### config.mk
export PLATFORM = sky130hd
export DESIGN_NAME = lnk_chk_snk_flat
export DESIGN_NICKNAME = d
export VERILOG_FILES = /design/src/rtl/lnk_chk_snk_pkg.sv /design/src/rtl/lnk_chk_snk_if.sv /design/src/rtl/lnk_chk_snk_lfsr16.sv /design/src/rtl/lnk_chk_snk.sv /design/src/flat_wrapper.sv
export SDC_FILE = /design/constraint.sdc
export NUM_CORES = 1
export LEC_CHECK = 0
export CAP_MARGIN = 20
export CORE_MARGIN = 2
export CORE_UTILIZATION = 56
export CTS_BUF_LIST = sky130_fd_sc_hd__clkbuf_16
export CTS_CLUSTER_DIAMETER = 60
export DETAILED_ROUTE_END_ITERATION = 10
export PLACE_DENSITY_LB_ADDON = 0.25
export SETUP_SLACK_MARGIN = 0.5
export SLEW_MARGIN = 20
export SYNTH_ARGS = -nofsm -noshare
export SYNTH_HDL_FRONTEND = slang
export SYNTH_HIERARCHICAL = 1
export SYNTH_SLANG_ARGS = --single-unit
### constraint.sdc
create_clock -name i_clk -period 10 [get_ports i_clk]
set_clock_uncertainty 0.15 [all_clocks]
set_input_delay 2 -clock i_clk [delete_from_list [all_inputs] [get_ports i_clk]]
set_output_delay 2 -clock i_clk [all_outputs]
set_load 0.02 [all_outputs]
### src/rtl/lnk_chk_snk_pkg.sv
// Shared definitions for the link test sink: field widths, FSM encodings and
// the redundancy function also used by the matching test source.
package lnk_chk_snk_pkg;

  localparam int NS_ADDRESS_SIZE = 6;
  localparam int NS_DATA_SIZE    = 8;
  localparam int NS_REDUN_SIZE   = 8;

  typedef enum logic [1:0] {
    ST_WAIT  = 2'd0,
    ST_CHECK = 2'd1,
    ST_ACK   = 2'd2,
    ST_STALL = 2'd3
  } snk_state_t;

  // Full-width sum; callers truncate to their redundancy width (mod 2^RSZ).
  function automatic logic [31:0] calc_redun(input logic [31:0] src,
                                             input logic [31:0] dst,
                                             input logic [31:0] dat);
    return src + dst + dat;
  endfunction

endpackage

### src/rtl/lnk_chk_snk_if.sv
// Message channel of the two-phase req/ack test link.
// Handshake: a message is pending while req != ack; the master toggles req with
// all fields stable and holds them until the slave copies req onto ack.
interface lnk_chk_snk_if #(
  parameter int ASZ = 6,
  parameter int DSZ = 8,
  parameter int RSZ = 8
);
  logic [ASZ-1:0] src;
  logic [ASZ-1:0] dst;
  logic [DSZ-1:0] dat;
  logic [RSZ-1:0] red;
  logic           req;
  logic           ack;

  modport master (output src, dst, dat, red, req, input ack);
  modport slave  (input src, dst, dat, red, req, output ack);
endinterface

### src/rtl/lnk_chk_snk_lfsr16.sv
// 16-bit Galois LFSR (x^16+x^14+x^13+x^11) stepped every cycle; provides the
// random backpressure bits for the sink's optional stall state.
module lnk_lfsr16 (
  input  logic       i_clk,
  input  logic       reset,
  output logic [1:0] rnd
);
  logic [15:0] lfsr;

  always_ff @(posedge i_clk) begin
    if (reset) lfsr <= 16'hACE1;
    else       lfsr <= {1'b0, lfsr[15:1]} ^ (lfsr[0] ? 16'hB400 : 16'h0000);
  end

  assign rnd = lfsr[1:0];
endmodule

### src/rtl/lnk_chk_snk.sv
// Test-link sink: checks data sequence, destination range and redundancy of each
// message, then acknowledges it. NS_SNK_RAND_STALL_EN adds random ack stalls.
module lnk_chk_snk
  import lnk_chk_snk_pkg::*;
#(
  parameter int ASZ      = NS_ADDRESS_SIZE,
  parameter int DSZ      = NS_DATA_SIZE,
  parameter int RSZ      = NS_REDUN_SIZE,
  parameter int MIN_ADDR = 0,
  parameter int MAX_ADDR = 55
) (
  input  logic           i_clk,
  input  logic           reset,
  lnk_chk_snk_if.slave   i0,
  output logic           err_0,
  output logic           err_1,
  output logic [DSZ-1:0] i0_ck_dat,
  output logic [DSZ-1:0] fst_err0_inp,
  output logic [DSZ-1:0] fst_err0_dat,
  output logic [15:0]    num_rcv,
  output snk_state_t     dbg_state
);

  snk_state_t     state;
  logic [ASZ-1:0] src_q;
  logic [ASZ-1:0] dst_q;
  logic [DSZ-1:0] dat_q;
  logic [RSZ-1:0] red_q;
  logic           req_q;
  logic           ack_q;
  logic [DSZ-1:0] exp_q;

  logic [RSZ-1:0] calc_red;
  logic           dat_bad;
  logic           adr_bad;

`ifdef NS_SNK_RAND_STALL_EN
  logic [1:0] stall_rnd;

  lnk_lfsr16 u_lfsr (
    .i_clk (i_clk),
    .reset (reset),
    .rnd   (stall_rnd)
  );
`endif

  // Signed compare keeps a zero MIN_ADDR meaningful without unsigned folding.
  always_comb begin
    calc_red = RSZ'(calc_redun(32'(src_q), 32'(dst_q), 32'(dat_q)));
    dat_bad  = (dat_q != exp_q) || (red_q != calc_red);
    adr_bad  = (int'(dst_q) < MIN_ADDR) || (int'(dst_q) > MAX_ADDR);
  end

  always_ff @(posedge i_clk) begin
    if (reset) begin
      state        <= ST_WAIT;
      src_q        <= '0;
      dst_q        <= '0;
      dat_q        <= '0;
      red_q        <= '0;
      req_q        <= 1'b0;
      ack_q        <= 1'b0;
      exp_q        <= '0;
      err_0        <= 1'b0;
      err_1        <= 1'b0;
      i0_ck_dat    <= '0;
      fst_err0_inp <= '0;
      fst_err0_dat <= '0;
      num_rcv      <= '0;
    end else begin
      case (state)
        ST_WAIT: begin
          if (i0.req != ack_q) begin
            src_q <= i0.src;
            dst_q <= i0.dst;
            dat_q <= i0.dat;
            red_q <= i0.red;
            req_q <= i0.req;
            state <= ST_CHECK;
          end
        end
        ST_CHECK: begin
          err_0 <= err_0 | dat_bad;
          err_1 <= err_1 | adr_bad;
          if (!(err_0 || err_1) && (dat_bad || adr_bad)) begin
            fst_err0_inp <= dat_q;
            fst_err0_dat <= exp_q;
          end
          i0_ck_dat <= exp_q;
          // Resync to the received value so one corruption flags only once.
          exp_q     <= dat_q + DSZ'(1);
          if (num_rcv != 16'hFFFF) num_rcv <= num_rcv + 16'd1;
`ifdef NS_SNK_RAND_STALL_EN
          state <= ST_STALL;
`else
          state <= ST_ACK;
`endif
        end
`ifdef NS_SNK_RAND_STALL_EN
        ST_STALL: begin
          if (stall_rnd == 2'b00) state <= ST_ACK;
        end
`endif
        ST_ACK: begin
          ack_q <= req_q;
          state <= ST_WAIT;
        end
        default: state <= ST_WAIT;
      endcase
    end
  end

  assign i0.ack    = ack_q;
  assign dbg_state = state;

endmodule
### src/flat_wrapper.sv
// flat-port wrapper written by rule: the top's interface ports become plain ports
module lnk_chk_snk_flat import lnk_chk_snk_pkg::*;
#(
  parameter int ASZ      = NS_ADDRESS_SIZE,
  parameter int DSZ      = NS_DATA_SIZE,
  parameter int RSZ      = NS_REDUN_SIZE,
  parameter int MIN_ADDR = 0,
  parameter int MAX_ADDR = 55
)
  (i_clk, reset, err_0, err_1, i0_ck_dat, fst_err0_inp, fst_err0_dat, num_rcv, dbg_state, i0_src, i0_dst, i0_dat, i0_red, i0_req, i0_ack);
  lnk_chk_snk_if #(.ASZ(ASZ), .DSZ(DSZ), .RSZ(RSZ)) i0_i ();
  input  logic i_clk;
  input  logic reset;
  output logic err_0;
  output logic err_1;
  output logic [DSZ-1:0] i0_ck_dat;
  output logic [DSZ-1:0] fst_err0_inp;
  output logic [DSZ-1:0] fst_err0_dat;
  output logic [15:0] num_rcv;
  output snk_state_t dbg_state;
  input wire logic [$bits(i0_i.src)-1:0] i0_src;
  input wire logic [$bits(i0_i.dst)-1:0] i0_dst;
  input wire logic [$bits(i0_i.dat)-1:0] i0_dat;
  input wire logic [$bits(i0_i.red)-1:0] i0_red;
  input wire logic [$bits(i0_i.req)-1:0] i0_req;
  output wire logic [$bits(i0_i.ack)-1:0] i0_ack;
  assign i0_i.src = i0_src;
  assign i0_i.dst = i0_dst;
  assign i0_i.dat = i0_dat;
  assign i0_i.red = i0_red;
  assign i0_i.req = i0_req;
  assign i0_ack = i0_i.ack;
  lnk_chk_snk #(.ASZ(ASZ), .DSZ(DSZ), .RSZ(RSZ), .MIN_ADDR(MIN_ADDR), .MAX_ADDR(MAX_ADDR)) u_core (.i_clk(i_clk), .reset(reset), .i0(i0_i), .err_0(err_0), .err_1(err_1), .i0_ck_dat(i0_ck_dat), .fst_err0_inp(fst_err0_inp), .fst_err0_dat(fst_err0_dat), .num_rcv(num_rcv), .dbg_state(dbg_state));
endmodule
==> impl_metrics.ini <==
[final_layout]
multi_input_area_mm2 = 0.00234
final_cell_area_mm2 = 0.00521
drive_gt1_share_pct = 6.04
layout_common_cells = nand2_1, dfxtp_1, clkdlybuf4s50_1
layout_commonest_cell = nand2_1
antenna_cells = 0
fin_nets = 604
ff_latch_area_mm2 = 0.00164
fill_cells = 569
fin_util_pct = 71.8
synthToLayoutAreaGrowth_pct = 23.7

[routing]
routed_wl_um = 10300
avgRoutedWirePerCell_um = 15.5
drtAntennaViolNets = 0
vias_per_cell = 5.87
drc = 0
vias = 3886
dr.pass1.iters = 5
drt-initial-drc-count = 289

[floorplanning]
initial_core_util_pct = 58.0
die_width_um = 90.7
fp-row-count = 31
pin_count = 76
die_h_um = 90.7
dieArea_mm2 = 0.00823
coreArea_mm2 = 0.00725

[critical_path]
crit_required_ps = 10080
endpoint_kind = flip-flop
path_class = reg -> reg
path_max_fanout = 18
arrival_ps = 4290
crit_path_start_kind = flip-flop

[placement]
dp_hpwl_um = 6810
portBuffers = 75
gp_congestion = 0.803
placed_cell_area_mm2 = 0.00492

[cts]
cts_root_buf = clkbuf_16
htreeDepth = 3
cts.clk_slew.worst_paths_ps = 60
cts.sinks = 82
clockBufferDepth = 2
clock_latency_ps = 330
numCtsBuffers = 9
cts_resized = 0
post-cts-setup-buffer-count = 0
cts-hold-fix-buffers = 0
cts_tree = built

[power_and_ir_drop]
p_per_area_mw_per_mm2 = 154
pwr-share-comb_pct = 15.4
intPower_w = 0.000583
max-vdd-ir-drop_mv = 0.132
p_seq_share_pct = 44.9
cellLeakagePower_nw = 1.87
pwr-share-clk_pct = 39.8
switchingPower_w = 0.000218
netSwitchingFraction_pct = 27.2

[sta]
setup_viol = 0
fmax_ghz = 0.237
drv_slew = 0
period_needed_ps = 4210
rsz0062_at_grt = false
relSlewSlack_pct = 36.7
hold_violations = 0
finalSetupTns_ps = 0
worstMarginPinSlew_ps = 950
period_share_pct = 42.1

[synthesis]
ys_warn_count = 6
synth_area_per_cell_um2 = 8.27
syn_area_mm2 = 0.00421
ys_seq_area_share_pct = 39.0
synthCells = 509
synth.ff_latch_count = 82
synth_cell_type_count = 42
syn-num-nets = 555

[global_route]
grt_max_degree = 84
gr-usage-all-layers_pct = 24.8
antenna_found_initial = 0
grt_pass1_wl_um = 16900
grt_overflow_total = 0
grt_pass1_vias = 3529

[job]
maxCapViolCount = 0

[outcome]
status = finished, final reports clean

[min_path]
hold_path_class = reg -> reg
cell usage after synthesis, drive strengths merged:
cell     instances  area, um^2
o2111ai          1        8.76
o211ai           1        7.51
a21oi           58         290
clkbuf          34         128
nand2b           2        12.5
o311ai          16         215
or2              1        6.26
and3             4        25.0
o21a             2        15.0
o21ai           21         105
nor3b           15         113
ha               8         100
nor2b            1        6.26
a31oi           16         100
xor2            18         158
dfxtp           82        1640
or3              4        25.0
a41o             2        20.0
nand2           99         372
nor2            36         135
o21bai           2        15.0
and2             2        12.5
o22ai            1        6.26
mux2i            2        20.0
nand3            9        45.0
fa               7         140
and4             2        17.5
inv              9        33.8
a31o             1        8.76
nor3             4        20.0
buf              8        72.6
nand4            2        12.5
nor4             7        56.3
a211oi          11        82.6
xnor2           21         184
state kept, by name, indices dropped and copies added, names as in the netlist, 2 cells and up:
register	flops
u_core/num_rcv	16
u_core/dat_q	8
u_core/exp_q	8
u_core/fst_err0_dat	8
u_core/fst_err0_inp	8
u_core/i0_ck_dat	8
u_core/red_q	8
u_core/dst_q	6
u_core/src_q	6
u_core/dbg_state	2
critical path, stage by stage (launching register included):
cell	delay, ps
dfxtp_1	530
fa_1	480
ha_1	240
fa_1	400
a211oi_1	330
nor2_1	120
xnor2_1	160
or3_1	660
or2_1	620
o311ai_1	410
stage by stage:
step	cells	power [W]	worst slack, ps	hold WS [ps]
after CTS	662	0.000802	5820	308
after global routing	662	0.000829	5590	330
final	662	0.000801	5790	310
after global placement	646	0.000481	5910	293
after detailed placement	646	0.000485	5810	299
after floorplan	509	0.000445	6570	286
kinds of logic after synthesis:
family	Yosys count	synth area share (%)
mux	2	0.476
xor+xnor	39	8.11
simple gates	188	20.4
buf+inv	51	5.56
compound gates	132	20.8
fa+ha+maj	15	5.71
flops	82	39.0
metal layers:
layer	GRT usage, %	wire length [um]	vias to the layer above	part of all wire (%)
met5	0	0	-	0
met4	5.00	138	0	1.3
met3	6.26	750	18	7.3
met2	41.4	5010	167	49
met1	32.5	4370	1836	43
li1	-	-	1865	-
power by group through the flow:
stage / clock network [W] / logic (W) / registers (W)
floorplan: 0 / 0.0000829 / 0.000362
global placement: 0 / 0.000116 / 0.000365
detailed placement: 0 / 0.000119 / 0.000366
CTS: 0.000321 / 0.000122 / 0.000359
global route: 0.000334 / 0.000134 / 0.000361
finish: 0.000318 / 0.000123 / 0.000359
final cells by class:
type,instances,share of cell area (%)
multi-input cells,376,45.0
flip-flops and latches,82,31.5
repair buffers,80,15.0
clock buffers,9,4.32
well taps,99,2.38
clock inverters,7,1.15
inverters,9,0.648
path summary, 6_finish.rpt:
kind / startpoint / end / slack (ps) / cells after the start
setup / recovery: u_core/dat_q[1] / u_core/fst_err0_dat[0] / 5790 / 9
hold / removal: u_core/req_q / u_core/req_q / 310 / 2
setup reg to reg: u_core/dat_q[1] / u_core/fst_err0_dat[0] / 5790 / 9
hold reg to reg: u_core/req_q / u_core/req_q / 310 / 2
(Power assumes the default switching activity.)
==> RTL edit 1: new RTL, config.mk and constraints unchanged <==
`NS_REDUN_SIZE`: 8 -> 4.
--- a/src/rtl/lnk_chk_snk_pkg.sv
+++ b/src/rtl/lnk_chk_snk_pkg.sv
@@ -4,7 +4,7 @@
 
   localparam int NS_ADDRESS_SIZE = 6;
   localparam int NS_DATA_SIZE    = 8;
-  localparam int NS_REDUN_SIZE   = 8;
+  localparam int NS_REDUN_SIZE   = 4;
 
   typedef enum logic [1:0] {
     ST_WAIT  = 2'd0,
Ports: changed (resized i0_red); port bits go from 76 to 72. No check against the original RTL was run, so the function may have changed too.
==> RTL edit 1 against the unedited design <==
Area after synthesis shrank 18%; die area shrank 17%; register-to-register slack gained 1000 ps; worst setup slack gained 620 ps; wire length shrank 29%; sequential cell count shrank 6; design area shrank 14%; sequential power shrank 8.4%; combinational power shrank 28%; count of clock-buffer cells in the layout is the same; clock power grew 4%; synthesized cell count shrank 24%; total power shrank 6.6%; sequential share of layout area grew 2.6 points; critical endpoint is now u_core/red_q[2]; highest routed layer unchanged.
==> RTL edit 1: results (changes against the unedited design) <==
[outcome]
outcome=complete, no violations

[synthesis]
synth_nets=423  ; -24%
seq_area_frac_synth=0.440  ; +0.0499

[timing]
tightest_slew_ps=1050  ; +104 ps

[min_path]
min_to=u_core/i0_ck_dat[7]

[global_route]
grt_max_degree=94  ; +12%
track_usage=0.226  ; -0.0215
grtUsageMet1=0.295  ; -0.0298
grt_pass1_wl_um=11700  ; -31%
grtUsageMet2=0.369  ; -0.0456
grt_pass1_vias=2521  ; -29%

[critical_path]
reg2reg_slack_ps=6800  ; +1010 ps
crit_start=i0_req
r2r_cells=11  ; +2
path_max_fanout=24  ; +6

[pwr]
powerClk_mw=0.330  ; +4%
p_int_mw=0.572  ; -1.9%
power_leakage_nw=1.58  ; -15%
seq_power_mw=0.329  ; -8.4%

[detailed_routing]
drt_iter0_markers=182  ; -37%
drtPass1Iterations=6  ; +1
met2_length_um=3630  ; -28%
wirelength_um=7320  ; -29%

[final_layout]
clkCellAreaFrac=0.0684  ; +0.0136

[place]
io_buffers=69  ; -8.0%

## RTL edit 1: cells by family (layout without fill, tap and decap cells)
family                   Yosys count  in the layout  share of synthesized area
AND/OR/NAND/NOR                  166            166                      0.240
flip-flops                        76             76                      0.440
AO/OA/AOI/OAI                     57             57                      0.106
XOR/XNOR                          35             35                     0.0908
buffers and inverters             30             94                     0.0380
multiplexers                      18             18                     0.0521
adder cells (fa/ha/maj)            7              7                     0.0340
## RTL edit 1: through the flow
step,utilization,hold slack [ps],area [µm²],std cells,setup slack (ps)
2_1_floorplan,-,286,3460,389,6840
3_3_place_gp,0.698,294,4160,513,6180
3_5_place_dp,0.698,302,4160,513,6110
4_1_cts,0.749,309,4460,528,6350
5_1_grt,0.749,331,4460,528,6210
6_report,0.749,308,4460,528,6400
## RTL edit 1: critical path, delay by kind of cell
family          cells  cell delay (ps)
compound gates      1              180
xor+xnor            1              240
buf+inv             1              450
simple gates        2              810
==> RTL edit 2: new RTL, same settings <==
Made on the original files. Register the output `dbg_state` once more; this adds one clock of latency there. The other outputs are not delayed to match.
--- a/src/rtl/lnk_chk_snk.sv
+++ b/src/rtl/lnk_chk_snk.sv
@@ -111,6 +111,8 @@
   end
 
   assign i0.ack    = ack_q;
-  assign dbg_state = state;
+  always_ff @(posedge i_clk) begin
+    dbg_state <= state;
+  end
 
 endmodule
Formal check against the unedited RTL: not equivalent (Yosys sat finds a counterexample within 4 cycles, from zero or initial values and one cycle with reset high).
==> RTL edit 2 against the unedited design <==
Cell count grew 0.15%; worst setup slack gained 120 ps; wire length is essentially flat; total power increased by 8.6%; critical path depth rose by 2; sequential cell count rose by 2; global-route usage is 0.055 points lower; design area rose by 2.5%; count of clock-buffer cells in the layout stayed put; first-iteration DRC count rose by 25%; die area grew 1.8%; synthesized cell count increased by 0.20%; sequential share of layout area barely moved; area after synthesis is 1.9% higher.
==> RTL edit 2: results (changes against the unedited design) <==
[outcome]
outcome=complete, no violations

[min_path]
worstHoldStart=u_core/state[0]
hold-path-cell-count=0  ; -2

[detailed_routing]
wirelength_um=10300  ; about the same
met2_length_um=4870  ; -2.8%
met3_length_um=695  ; -7.3%
drt_iter0_markers=361  ; +25%
drtPass1Iterations=6  ; +1

[place]
gp_congestion=0.883  ; +9.9%
dp_slack_ps=5580  ; -233 ps
dp_cells=647  ; +0.15%
placed_area_mm2=0.00499  ; +1.4%

[pwr]
clkPwrFrac=0.434  ; +0.036
power_leakage_nw=1.85  ; -0.63%
switchingPower_mw=0.224  ; +3.1%
ir_drop_uv=106  ; -20%
design_power_total_mw=0.869  ; +8.6%

[final_layout]
seqCellArea_mm2=0.00168  ; +2.4%
fill_cells=561  ; -1.4%
nets=605  ; +0.17%
num-nonclk-buffers=79  ; -1.3%
finalNonFillerCells=663  ; +0.15%
final_util=0.729  ; +0.0103
clkCellAreaFrac=0.0637  ; +0.00896
layout-drive-gt1-share=0.0745  ; +0.0141

[critical_path]
reg2reg_from=u_core/dat_q[0]
crit_slowest_cell=or2_1
cpPeakStageDelay_ps=600  ; -60 ps
r2r_cells=11  ; +2
arrival_ps=4170  ; -120 ps

[clock_tree]
cts_sinks=84  ; +2.4%

[synthesis]
synthAdderAreaFrac=0.0560  ; -0.00105
synth_xor_area_frac=0.0866  ; +0.00551
synth_commonest_cells=nand2_1 (99), dfxtp_1 (84), a21oi_1 (58), nor2_1 (36), clkbuf_1 (31)
seq_area_frac_synth=0.392  ; +0.00217
synth_nets=556  ; +0.18%

[global_route]
grtUsageMet1=0.331  ; +0.00645
grtUsageMet2=0.403  ; -0.0110
grt_use_met3=0.0299  ; -0.0327
grt_pass1_wl_um=17000  ; +0.53%
track_usage=0.247  ; -0.000553
grt_pass1_vias=3669  ; +4.0%

[timing]
tightest_slew_ps=1030  ; +83.1 ps

[floorplanning]
die-area_mm2=0.00838  ; +1.8%

RTL edit 2: changes by cell type after synthesis, moves of 2 or more:
cell,unedited run,this run
o21ai_0,4,21
o21ai_1,17,0
xor2_1,18,10
xnor2_1,21,25
xnor2_2,0,4
clkbuf_1,34,31
a211oi_1,11,9
a211oi_2,0,2
buf_6,4,6
dfxtp_1,82,84
RTL edit 2: path summary, 6_finish.rpt:
| path | end | slack [ps] |
|---|---|---|
| worst min register to register | u_core/dbg_state[0] | 280 |
| worst min-delay path | u_core/dbg_state[0] | 280 |
| worst max-delay path | u_core/fst_err0_dat[3] | 5910 |
| worst max register to register | u_core/fst_err0_dat[3] | 5910 |
RTL edit 2: logic make-up after synthesis:
logic type / after synthesis
AND/OR/NAND/NOR: 188
AO/OA/AOI/OAI: 132
flip-flops: 84
buffers and inverters: 50
XOR/XNOR: 39
adder cells (fa/ha/maj): 15
multiplexers: 2
